### config.mk
export PLATFORM = sky130hd
export DESIGN_NAME = decoder_scan_flat
export DESIGN_NICKNAME = d
export VERILOG_FILES = /design/src/rtl/decoder_scan_if.sv /design/src/rtl/decoder_scan.sv /design/src/flat_wrapper.sv
export SDC_FILE = /design/constraint.sdc
export NUM_CORES = 1
export LEC_CHECK = 0
export ABC_AREA = 1
export BUFFER_PORTS_ARGS = -buffer_cell sky130_fd_sc_hd__buf_2
export CAP_MARGIN = 20
export CORE_MARGIN = 3
export CORE_UTILIZATION = 45
export CTS_CLUSTER_DIAMETER = 50
export DETAILED_ROUTE_END_ITERATION = 7
export PLACE_DENSITY = 0.67
export SETUP_SLACK_MARGIN = 0.05
export SLEW_MARGIN = 20
export SYNTH_ARGS = -nofsm -noshare
export SYNTH_HDL_FRONTEND = slang
export SYNTH_SLANG_ARGS = --single-unit
export TNS_END_PERCENT = 1
### constraint.sdc
create_clock -name clk -period 4.48 [get_ports clk]
set_clock_uncertainty 0.1 [all_clocks]
set_input_delay 0.672 -clock clk [delete_from_list [all_inputs] [get_ports clk]]
set_output_delay 0.672 -clock clk [all_outputs]
set_load 0.1 [all_outputs]
### src/rtl/decoder_scan_if.sv
// Request/response bundle for decoder_scan: binary select request in, one-hot strobe out.
// The master drives requests and abort; the slave (the decoder) returns the decoded pattern and status.
interface decoder_scan_if #(
    parameter int IN_W    = 2,
    parameter int DWELL_W = 4
);
    localparam int OUT_W = 2 ** IN_W;

    logic [IN_W-1:0]    in;
    logic               en;
    logic               mode;
    logic [DWELL_W-1:0] dwell;
    logic               in_valid;
    logic               in_ready;
    logic               abort;
    logic [OUT_W-1:0]   out;
    logic               out_valid;
    logic               busy;
    logic               done;

    modport master (
        output in, en, mode, dwell, in_valid, abort,
        input  in_ready, out, out_valid, busy, done
    );

    modport slave (
        input  in, en, mode, dwell, in_valid, abort,
        output in_ready, out, out_valid, busy, done
    );
endinterface

### src/rtl/decoder_scan.sv
// Binary-to-one-hot decoder with a registered output.
// Direct mode decodes one request; scan mode walks every line from a start index, holding each dwell+1 cycles.
module decoder_scan #(
    parameter int IN_W    = 2,
    parameter int DWELL_W = 4
) (
    input  logic         clk,
    input  logic         rst,
    decoder_scan_if.slave bus
);
    localparam int OUT_W = 2 ** IN_W;

    typedef enum logic {IDLE, SCAN} state_t;

    state_t             state, state_nxt;
    logic [IN_W-1:0]    idx, idx_nxt;
    logic [IN_W-1:0]    pcnt, pcnt_nxt;
    logic [DWELL_W-1:0] dcnt, dcnt_nxt;
    logic [DWELL_W-1:0] dwell_r, dwell_nxt;

    logic [OUT_W-1:0]   out_q, out_nxt;
    logic               out_valid_q, out_valid_nxt;
    logic               busy_q, busy_nxt;
    logic               done_q, done_nxt;

    logic accept;
    logic hold_end;
    logic scan_end;

    assign bus.in_ready = (state == IDLE) && !rst;
    assign accept       = bus.in_valid && bus.in_ready;
    assign hold_end     = (dcnt == dwell_r);
    // pcnt counts positions already finished, so all-ones means the final position is holding.
    assign scan_end     = hold_end && (&pcnt);

    // NOTE: sequential state uses non-blocking assignments so every register samples pre-edge values.
    always_ff @(posedge clk) begin
        if (rst) begin
            state       <= IDLE;
            idx         <= '0;
            pcnt        <= '0;
            dcnt        <= '0;
            dwell_r     <= '0;
            out_q       <= '0;
            out_valid_q <= 1'b0;
            busy_q      <= 1'b0;
            done_q      <= 1'b0;
        end else begin
            state       <= state_nxt;
            idx         <= idx_nxt;
            pcnt        <= pcnt_nxt;
            dcnt        <= dcnt_nxt;
            dwell_r     <= dwell_nxt;
            out_q       <= out_nxt;
            out_valid_q <= out_valid_nxt;
            busy_q      <= busy_nxt;
            done_q      <= done_nxt;
        end
    end

    // Next-state and scan counters.
    always_comb begin
        // NOTE: defaults first so no path through this block leaves a signal unassigned (no latches).
        state_nxt = state;
        idx_nxt   = idx;
        pcnt_nxt  = pcnt;
        dcnt_nxt  = dcnt;
        dwell_nxt = dwell_r;
        case (state)
            IDLE: begin
                if (accept) begin
                    idx_nxt   = bus.in;
                    pcnt_nxt  = '0;
                    dcnt_nxt  = '0;
                    dwell_nxt = bus.dwell;
                    if (bus.mode && bus.en) state_nxt = SCAN;
                end
            end
            SCAN: begin
                if (bus.abort || scan_end) begin
                    state_nxt = IDLE;
                end else if (hold_end) begin
                    dcnt_nxt = '0;
                    idx_nxt  = idx + 1'b1;
                    pcnt_nxt = pcnt + 1'b1;
                end else begin
                    dcnt_nxt = dcnt + 1'b1;
                end
            end
            default: state_nxt = IDLE;
        endcase
    end

    // Registered outputs: the pattern shown next cycle follows the index chosen above.
    always_comb begin
        out_nxt       = '0;
        out_valid_nxt = 1'b0;
        busy_nxt      = 1'b0;
        done_nxt      = 1'b0;
        case (state)
            IDLE: begin
                if (accept) begin
                    out_valid_nxt = 1'b1;
                    busy_nxt      = bus.mode && bus.en;
                    if (bus.en) out_nxt = OUT_W'(1) << bus.in;
                end
            end
            SCAN: begin
                if (bus.abort || scan_end) begin
                    done_nxt = 1'b1;
                end else begin
                    out_valid_nxt = 1'b1;
                    busy_nxt      = 1'b1;
                    out_nxt       = OUT_W'(1) << idx_nxt;
                end
            end
            default: ;
        endcase
    end

    assign bus.out       = out_q;
    assign bus.out_valid = out_valid_q;
    assign bus.busy      = busy_q;
    assign bus.done      = done_q;
endmodule

### src/flat_wrapper.sv
// flat-port wrapper written by rule: the top's interface ports become plain ports
module decoder_scan_flat 
#(
    parameter int IN_W    = 2,
    parameter int DWELL_W = 4
)
  (clk, rst, bus_in, bus_en, bus_mode, bus_dwell, bus_in_valid, bus_abort, bus_in_ready, bus_out, bus_out_valid, bus_busy, bus_done);
  decoder_scan_if #(.IN_W(IN_W), .DWELL_W(DWELL_W)) bus_i ();
  input  logic clk;
  input  logic rst;
  input wire logic [$bits(bus_i.in)-1:0] bus_in;
  input wire logic [$bits(bus_i.en)-1:0] bus_en;
  input wire logic [$bits(bus_i.mode)-1:0] bus_mode;
  input wire logic [$bits(bus_i.dwell)-1:0] bus_dwell;
  input wire logic [$bits(bus_i.in_valid)-1:0] bus_in_valid;
  input wire logic [$bits(bus_i.abort)-1:0] bus_abort;
  output wire logic [$bits(bus_i.in_ready)-1:0] bus_in_ready;
  output wire logic [$bits(bus_i.out)-1:0] bus_out;
  output wire logic [$bits(bus_i.out_valid)-1:0] bus_out_valid;
  output wire logic [$bits(bus_i.busy)-1:0] bus_busy;
  output wire logic [$bits(bus_i.done)-1:0] bus_done;
  assign bus_i.in = bus_in;
  assign bus_i.en = bus_en;
  assign bus_i.mode = bus_mode;
  assign bus_i.dwell = bus_dwell;
  assign bus_i.in_valid = bus_in_valid;
  assign bus_i.abort = bus_abort;
  assign bus_in_ready = bus_i.in_ready;
  assign bus_out = bus_i.out;
  assign bus_out_valid = bus_i.out_valid;
  assign bus_busy = bus_i.busy;
  assign bus_done = bus_i.done;
  decoder_scan #(.IN_W(IN_W), .DWELL_W(DWELL_W)) u_core (.clk(clk), .rst(rst), .bus(bus_i));
endmodule
# After elaboration in Yosys (flattened, before gate mapping)
# Cells that the tools add are included.
# totals
regBits,20
in_bits,12
out_inout_bits,8
# classes
n_addsub,3
eq_ne,4
n_shift,2
muxes,25
bitwise,1
n_reduce_logical,11
# ops
op,count
$mux 4,6
$pmux 4 s2,2
$mux 2,6
$pmux 2 s2,2
$shl 1x2->4 const A,2
$mux 1,6
$pmux 1 s2,3
$reduce_and 2->1,3
$add 2x1->2 const B,2
$add 4x1->4 const B,1
$eq 4x4->1,1
$logic_and 1x1->1,4
$ne 2x2->1 const B,2
$reduce_and 3->1,1
$ne 2x1->1 const B,1
$reduce_or 2->1,1
$logic_not 1->1,1
$logic_or 1x1->1,1
$not 1->1,1

# Logic depth before layout (Yosys ltp)
# Gate-level depths: netlist (run 1).
# depth
word_depth,8
depth_mapped,11

# Worst setup path before layout (run 1)
# Ideal clock, no wire load.
# synth_timing
path_kind,register to register
from,register u_core.bus.busy (netlist name)
to,register u_core.out_q[2] (netlist: u_core.bus.out[2])
setup_time_ps,69
arrival_ps,2273
t_required_ps,4311
path_slack_ps,2038
path_stages_with_launch,9
n_path_buf,1
synth_period_minus_slack_ps,2442
path_cell_list,dfxtp_1 > buf_6 > nor2_4 > nand2_2 > o21ai_0 > inv_1 > nor3_4 > nand3_2 > a21oi_2
# synth_lines
item,line_no,rtl
to (signal assigned),decoder_scan.sv:54,out_q <= out_nxt;
to (decl),decoder_scan.sv:21,"logic [OUT_W-1:0] out_q, out_nxt;"

# Worst setup path in the final report (run 1)
# layout_timing
from,input port rst
to,output port bus_in_ready
# layout_between
elab_chain_cells,2
# layout_rtl
item,line_no,rtl
from (decl),flat_wrapper.sv:10,input logic rst;
$logic_not 1->1,decoder_scan.sv:30,assign bus.in_ready = (state == IDLE) && !rst;
$logic_and 1x1->1,decoder_scan.sv:30,
to (decl),flat_wrapper.sv:17,output wire logic [$bits(bus_i.in_ready)-1:0] bus_in_ready;
# No other way between the ends.

==> impl_metrics.toml, run 1 <==
[status]
outcome = "completed"

[cells_and_area]
drive_gt1_frac = 0.331
diodes = 0
stdcell_area_um2 = 1210
nets = 175
synthToLayoutAreaGrowth_pct = 12.8

[placed_design]
post_dp_cell_area_um2 = 1190
dp_slack_ns = 2.27
io_buffer_count = 19
gp_congestion = 0.795
hpwl_um = 1580

[sta]
timing.fmax_ghz = 0.453
hold_ws_ns = 0.374
hold_viol = 0
timing.final.ws_setup_ns = 2.27
rsz0062_at_grt = "no"
fin_crit_sh = 0.493
setup_violations = 0
period_minus_slack_ns = 2.21
slew_headroom = 0.677
worst_pin_slew_ns = 0.488
tns_ns = 0
drv_slew = 0

[clocking]
cts-htree-levels = 1
ctsResizeCount = 0
post_cts_buffers = 0
cts_buffer_depth = 2
cts_tree = "built"
cts_hold_buf = 0
clock_latency_ns = 0.29
clkSinkCount = 19
numCtsBuffers = 3
cts-root-buf = "clkbuf_4"
path_clk_slew_ns = 0.10

[flow_run]
cap_viol_max_count = 0

[synth]
yosysSeqAreaShare = 0.353
synth-async-reset-ratio = 0
post_synth.cell_area_avg_um2 = 7.69
ys_types = 27
syn_nets = 154
yosysTopAreaCell = "dfxtp_1"
synth_area_leaders = "dfxtp_1, nand2_1, inv_1"
ys.flop_type = "dfxtp_1"
synth_edf_count = 0
synth_top_area_share = 0.353
yosys.cell_count.top_type = "nand2_1"
synth_warnings = 0
syn_inst = 140
synth_seq_cells = 19
syn_area_um2 = 1080
netlist_top_cells_count = "nand2_1, dfxtp_1, inv_1"

[setup_path]
crit_fanout = 11
critPathRequiredTime_ns = 3.71
crit_top_cell = "buf_2"
cp_slowest_cell = "buf_2"
rr_startpoint = "u_core.bus.busy"
path_cells = "buf_2 > nor2_4 > buf_2"
slowest_delay_ns = 0.43
end_kind = "output pin"
startpoint = "rst"
cp-start-kind = "input port"
path_class = "in -> out"
cp_data_arrival_time_ns = 1.44

[power_and_ir_drop]
power_frac_seq = 0.519
switchingPower_uw = 114
ir_drop_mv = 0.174
cellPowerDensity_nw_per_um2 = 287
p_int_uw = 234
power_frac_clock = 0.252
p_leak_nw = 0.524
combPwrFrac = 0.228
sw_frac_of_total = 0.328

[global_routing]
overflow = 0
grt_max_degree = 17
grt_pass1_vias = 823
grt_util_all_layers = 0.157
grt_pass1_wl_um = 3420
antenna_found_initial = 0

[floorplan]
die_h_um = 54.9
core_um2 = 2230
start_util = 0.482
fp-row-count = 17
ios = 20
dieArea_um2 = 3010
fp.dieW_um = 54.9

[worst_hold_path]
holdCritStartpoint = "u_core.dwell_r[2]"
hold_class = "reg -> reg"

[drt]
drt_iter0_markers = 7
dr.pass1.iters = 4
antenna_left = 0
drc = 0
vias = 934
drt_wl_total_um = 2020
vias_per_cell = 4.97
wire_per_inst_um = 10.8
-- routing by layer --
metal  up-vias  track usage  routed length, um  part of all wire
met2        19        0.232                933              0.46
li1        494            -                  -                 -
met4         0       0.0810                 28             0.014
met3         2       0.0375                103             0.051
met5         -            0                  0                 0
met1       419        0.210                956              0.47
-- registers in the layout, indices dropped and copies added, names as in the netlist --
name                  count
u_core.bus.done           1
u_core.bus.out            4
u_core.idx                2
u_core.dwell_r            4
u_core.pcnt               2
u_core.bus.out_valid      1
u_core.dcnt               4
u_core.bus.busy           1
-- worst paths after layout --
| kind | endpoint | slack (ns) | cells past startpoint |
|---|---|---|---|
| setup reg to reg | u_core.bus.out[2] | 2.67 | 8 |
| hold reg to reg | u_core.dwell_r[2] | 0.37 | 2 |
| hold / removal | u_core.dwell_r[2] | 0.37 | 2 |
| setup / recovery | bus_in_ready | 2.27 | 3 |
-- per-stage QoR --
| step | total power [mW] | instances | utilization |
|---|---|---|---|
| floorplan | 0.249 | 140 | - |
| global placement | 0.262 | 184 | 0.532 |
| detailed placement | 0.265 | 184 | 0.532 |
| CTS | 0.351 | 188 | 0.543 |
| global route | 0.369 | 188 | 0.543 |
| finish | 0.348 | 188 | 0.543 |
-- area by class of cell --
type	count	area, um2
well taps	28	35.0
repair buffers	19	95.1
multi-input cells	96	593
fillers	243	1020
clock buffers	4	26.3
inverters	22	83.8
flip-flops and latches	19	380
-- cell families (layout without fill, tap and decap cells) --
family / after synthesis / count (layout) / synth area share
simple gates: 66 / 66 / 0.366
buf+inv: 25 / 45 / 0.0953
compound gates: 24 / 24 / 0.129
fa+ha+maj: 2 / 2 / 0.0233
xor+xnor: 4 / 4 / 0.0326
flops: 19 / 19 / 0.353
-- layout by cell type (no fill, tap or decap) --
| cell | instances |
|---|---|
| buf_2 | 19 |
| clkbuf_4 | 3 |
| a21oi_1 | 9 |
| nor2_4 | 3 |
| nor2_1 | 6 |
| inv_1 | 18 |
| nor3_4 | 1 |
| inv_2 | 3 |
| nand2_2 | 9 |
| dfxtp_1 | 19 |
| xnor2_1 | 2 |
| nand2_4 | 3 |
| clkbuf_1 | 1 |
| nand3_4 | 1 |
| ha_1 | 2 |
| nor3_2 | 2 |
| nor3_1 | 2 |
| nand3_1 | 10 |
| a21oi_2 | 5 |
| nand2_1 | 22 |
| o21ai_0 | 8 |
| o21ai_1 | 2 |
| clkinv_2 | 1 |
| nor2_2 | 1 |
| xor2_1 | 2 |
| nand3_2 | 2 |
| nand4_1 | 4 |
-- critical path: cells and delay by family --
kind | cells | cell delay, ns
buf+inv | 2 | 0.62
simple gates | 1 | 0.14
-- power groups by stage --
stage | clock [mW] | combinational [mW] | sequential (mW)
global route | 0.0990 | 0.0881 | 0.182
detailed placement | 0 | 0.0798 | 0.185
CTS | 0.0898 | 0.0799 | 0.181
finish | 0.0879 | 0.0796 | 0.181
global placement | 0 | 0.0779 | 0.185
floorplan | 0 | 0.0562 | 0.193
(Power assumes the default switching activity.)
==> run 2: changes to the inputs <==
- ABC_AREA: 1 -> 0
- PLACE_DENSITY: 0.67 -> 0.68
- clock period: 4.48 -> 2.1 ns (I/O delays scaled with it)
==> run 2 against run 1 <==
- synthesized cell count is 26% lower
- worst hold slack worse by 0.23 ns
- register-to-register slack worse by 2.5 ns
- count of clock-buffer cells in the layout is 1 lower
- sequential share of layout area is 4.4 points higher
- clock power is 110% higher
- critical path type is now reg -> reg
- critical endpoint is now u_core.bus.out[1]
- largest power group unchanged
==> impl_metrics.toml, run 2 <==
[status]
outcome = "completed"

[drt]
wire_per_inst_um = 13.5
antenna_left = 0
drt_wl_total_um = 2020
drc = 0
dr.pass1.iters = 5
drt_iter0_markers = 20
vias_per_cell = 5.77
vias = 866

[setup_path]
rr_startpoint = "u_core.dcnt[1]"
end_kind = "flip-flop"
slowest_delay_ns = 0.60
rrSetupSlack_ns = 0.12
crit_family = "simple AND/OR/NAND/NOR gates"
critPathRequiredTime_ns = 2.21
cp_data_arrival_time_ns = 2.09
path_cells = "xor2_1 > or4_4 > nor3_4 > mux2i_1 > o32ai_2"
path_class = "reg -> reg"
cp-start-kind = "flip-flop"
ff2ff_path_depth = 5
reg2reg_to = "u_core.bus.out[1]"
crit_fanout = 7
crit_buf_inv = 0
cp_slowest_cell = "or4_4"

[clocking]
cts-htree-levels = 1
cts_hold_buf = 0
clock_latency_ns = 0.30
clkSinkCount = 19
cts-root-buf = "clkbuf_4"
cts_tree = "built"
numCtsBuffers = 3
cts_buffer_depth = 2
path_clk_slew_ns = 0.10

[power_and_ir_drop]
cellPowerDensity_nw_per_um2 = 651
p_leak_nw = 0.448
ir_drop_mv = 0.410

[cells_and_area]
diodes = 0
synthToLayoutAreaGrowth_pct = 18.8
nets = 140
drive_gt1_frac = 0.264
final_cell_mix = "buf_2, dfxtp_1, a21oi_1"
layout_commonest_cell = "buf_2"
instances_no_fill = 150
nFillCells = 174

[floorplan]
start_util = 0.498
fp.dieW_um = 50.9
dieArea_um2 = 2590
fp-row-count = 15
core_um2 = 1820
ios = 20
die_h_um = 50.9

[synth]
yosysTopAreaCell = "dfxtp_1"
synth-async-reset-ratio = 0
synth_top_area_share = 0.420
yosys.cell_count.top_type = "dfxtp_1"
syn_nets = 118
ys.flop_type = "dfxtp_1"
synth_edf_count = 0
syn_inst = 104
syn_area_um2 = 906
synth_area_leaders = "dfxtp_1, a21oi_1, xor2_1"
netlist_top_cells_count = "dfxtp_1, a21oi_1, nand2_1, nor2_1, xor2_1"
post_synth.cell_area_avg_um2 = 8.71
synth_seq_cells = 19
yosysSeqAreaShare = 0.420
ys_types = 32
synth_warnings = 0

[placed_design]
hpwl_um = 1480
placed_cells = 146
io_buffer_count = 19
gp_congestion = 0.776

[worst_hold_path]
hold_depth = 3
hold_class = "in -> reg"
hold_end = "u_core.dwell_r[3]"
holdCritStartpoint = "bus_dwell[3]"

[sta]
slew_headroom = 0.678
hold_viol = 0
timing.fmax_ghz = 0.505
period_minus_slack_ns = 1.98
tns_ns = 0
drv_slew = 0
fin_crit_sh = 0.943
worst_pin_slew_ns = 0.487
rsz0062_at_grt = "yes"
setup_violations = 0

[global_routing]
grt_pass1_vias = 743
grt_max_degree = 17
grt_util_all_layers = 0.173
grt_pass1_wl_um = 3340
overflow = 0
antenna_found_initial = 0

[flow_run]
cap_viol_max_count = 0
-- run 2: changes by cell type after synthesis, moves of 4 or more --
cell,change
o21ai_0,-6
nand3_1,-6
nand2_2,-9
inv_1,-14
nand4_1,-4
a21oi_2,-5
nand2_1,-13
-- run 2: area by class of cell --
class                   instances  area (um2)  share of cell area
well taps                      25        31.3              0.0291
clock inverters                 1        5.00             0.00465
repair buffers                 21         110               0.102
clock buffers                   3        22.5              0.0209
multi-input cells              77         508               0.472
inverters                       4        15.0              0.0140
flip-flops and latches         19         384               0.357
-- run 2: power by group --
| group | switching (mW) | internal (mW) |
|---|---|---|
| Sequential | 0.0125 | 0.370 |
| Combinational | 0.0882 | 0.0471 |
| Clock | 0.112 | 0.0710 |
| Total | 0.212 | 0.489 |
-- run 2: per-stage QoR --
step / power (mW) / hold slack (ns) / cell area [um2] / util / worst slack [ns]
floorplan: 0.483 / 0.291 / 912 / - / 0.184
global placement: 0.518 / 0.363 / 1040 / 0.570 / 0.0704
detailed placement: 0.520 / 0.364 / 1040 / 0.570 / 0.00774
CTS: 0.706 / 0.139 / 1070 / 0.587 / 0.0984
global route: 0.737 / 0.145 / 1080 / 0.591 / 0.0322
finish: 0.701 / 0.146 / 1080 / 0.591 / 0.121
-- run 2: metal layers --
metal  GRT usage  share of wire  wire length [um]  up-vias
li1            -              -                 -      420
met1       0.230           0.48               973      393
met2       0.261           0.42               840       46
met3      0.0292          0.069               139        7
met4       0.108          0.033                67        0
met5           0              0                 0        -
-- run 2: how the worst max path moves through the flow --
| stage | startpoint | to | slack (ns) | cells past startpoint |
|---|---|---|---|---|
| 5_1_grt | u_core.dcnt[1] | u_core.idx[1] | 0.03 | 5 |
| 6_report | u_core.dcnt[1] | u_core.bus.out[1] | 0.12 | 5 |
| 4_1_cts | u_core.dcnt[1] | u_core.bus.out[1] | 0.1 | 5 |
| 3_5_place_dp | u_core.dcnt[0] | u_core.bus.out[1] | 0.008 | 5 |
| 2_1_floorplan | u_core.bus.busy | u_core.dcnt[2] | 0.18 | 6 |
| 3_3_place_gp | u_core.dcnt[1] | u_core.bus.out[3] | 0.07 | 5 |
-- run 2: kinds of logic after synthesis --
logic type               synth area share
adder cells (fa/ha/maj)            0.0276
XOR/XNOR                           0.0580
multiplexers                       0.0221
buffers and inverters              0.0345
AO/OA/AOI/OAI                       0.202
flip-flops                          0.420
AND/OR/NAND/NOR                     0.236
-- run 2: tightest hold or removal path: stages --
cell and delay [ns]:
buf_2 0.09, nand2_1 0.05, a21oi_1 0.05
-- run 2: what timing repair did --
action,4_1_cts,5_1_grt
endpoints found under the setup margin,2,5
resized for setup,1,1
setup buffers,0,0
==> run 3: changes to the inputs <==
- CORE_MARGIN: 3 -> 8
==> run 3 against run 2 <==
- final cell count increased by 2.0%
- global-route usage decreased by 5.3 points
- worst setup slack improved by 0.011 ns
- routed wire length increased by 3.2%
- highest routed layer unchanged
==> impl_metrics.toml, run 3 (synthesis gave the netlist of run 2 again) <==
[worst_hold_path]
hold_class = "in -> reg"

[setup_path]
path_class = "reg -> reg"
end_kind = "flip-flop"
cp-start-kind = "flip-flop"
crit_fanout = 7
cp_data_arrival_time_ns = 2.06
slowest_delay_ns = 0.61
path_cells = "xor2_1 > or4_4 > nor2_1 > or3_1 > nor2_1"
cp_slowest_cell = "or4_4"
crit_top_cell = "nor2_1"
critPathRequiredTime_ns = 2.20

[cells_and_area]
instances_no_fill = 153
drive_gt1_frac = 0.262
nets = 141
diodes = 0
final_cell_mix = "buf_2, dfxtp_1, a21oi_1"
layout_commonest_cell = "buf_2"
finalCoreUtilization = 0.561
synthToLayoutAreaGrowth_pct = 19.1
stdcell_area_um2 = 1080

[sta]
worst_pin_slew_ns = 0.495
hold_ws_ns = 0.147
hold_viol = 0
setup_violations = 0
rsz0062_at_grt = "no"
fin_crit_sh = 0.938
timing.fmax_ghz = 0.508
tns_ns = 0
drv_slew = 0
slew_headroom = 0.672
period_minus_slack_ns = 1.97
timing.final.ws_setup_ns = 0.131

[global_routing]
grt_pass1_vias = 800
grt_max_degree = 17
overflow = 0
antenna_found_initial = 0
grt_util_all_layers = 0.120
grt_pass1_wl_um = 3320

[drt]
drc = 0
antenna_left = 0
vias = 828
drt_iter0_markers = 37
wire_per_inst_um = 13.6
vias_per_cell = 5.41
drt_wl_total_um = 2080
dr.pass1.iters = 4

[clocking]
cts_buffer_depth = 2
numCtsBuffers = 3
cts_tree = "built"
cts-htree-levels = 1
path_clk_slew_ns = 0.11
clkSinkCount = 19
clock_latency_ns = 0.30
cts-root-buf = "clkbuf_4"

[power_and_ir_drop]
power_uw = 703
p_leak_nw = 0.452
cellPowerDensity_nw_per_um2 = 652
ir_drop_mv = 0.437

[floorplan]
fp.dieW_um = 60.9
dieArea_um2 = 3700
die_h_um = 60.9
fp-row-count = 16
ios = 20
start_util = 0.471
core_um2 = 1920

[placed_design]
post_dp_cell_area_um2 = 1040
io_buffer_count = 19
gp_congestion = 0.780
placed_cells = 148
hpwl_um = 1570
dp_slack_ns = 0.0552

[flow_run]
cap_viol_max_count = 0

[status]
outcome = "completed"
run 3: cell count changes in the layout (fill, tap and decap cells not counted):
cell	change
o32ai_1	+1
buf_4	+1
o32ai_2	-1
run 3: report_power, final:
group / internal (mW) / total (mW) / switching, mW
registers: 0.370 / 0.382 / 0.0116
logic: 0.0495 / 0.137 / 0.0879
clock network: 0.0710 / 0.183 / 0.112
total: 0.491 / 0.703 / 0.212
run 3: worst paths after layout:
path                startpoint                end  slack (ns)  cells past startpoint
max             u_core.dcnt[1]     u_core.dcnt[1]        0.13                      5
min               bus_dwell[0]  u_core.dwell_r[0]        0.15                      3
max reg2reg     u_core.dcnt[1]     u_core.dcnt[1]        0.13                      5
min reg2reg  u_core.dwell_r[3]  u_core.dwell_r[3]        0.37                      2
run 3: final cells by class:
cell class              count  area (um2)
multi-input cells          77         500
inverters                   4        15.0
flip-flops and latches     19         384
well taps                  27        33.8
clock buffers               3        22.5
repair buffers             22         118
fillers                   198         843
clock inverters             1        5.00
run 3: what timing repair did:
| action | in CTS | in global routing |
|---|---|---|
| pin swaps | 0 | 1 |
| buffers inserted | 0 | 1 |
| setup endpoints to repair | 3 | 1 |
| hold buffers | 0 | 0 |
| gates resized for setup | 1 | 0 |
run 3: routing by layer:
| layer | GRT usage | part of all wire |
|---|---|---|
| met5 | 0 | 0 |
| met4 | 0.0664 | 0.013 |
| met3 | 0.0403 | 0.088 |
| met2 | 0.201 | 0.46 |
| met1 | 0.131 | 0.44 |
run 3: critical path: cells and delay by family (launching register included):
family	cells	cell delay [ns]
simple gates	4	1.21
xor+xnor	1	0.18
flops	1	0.37
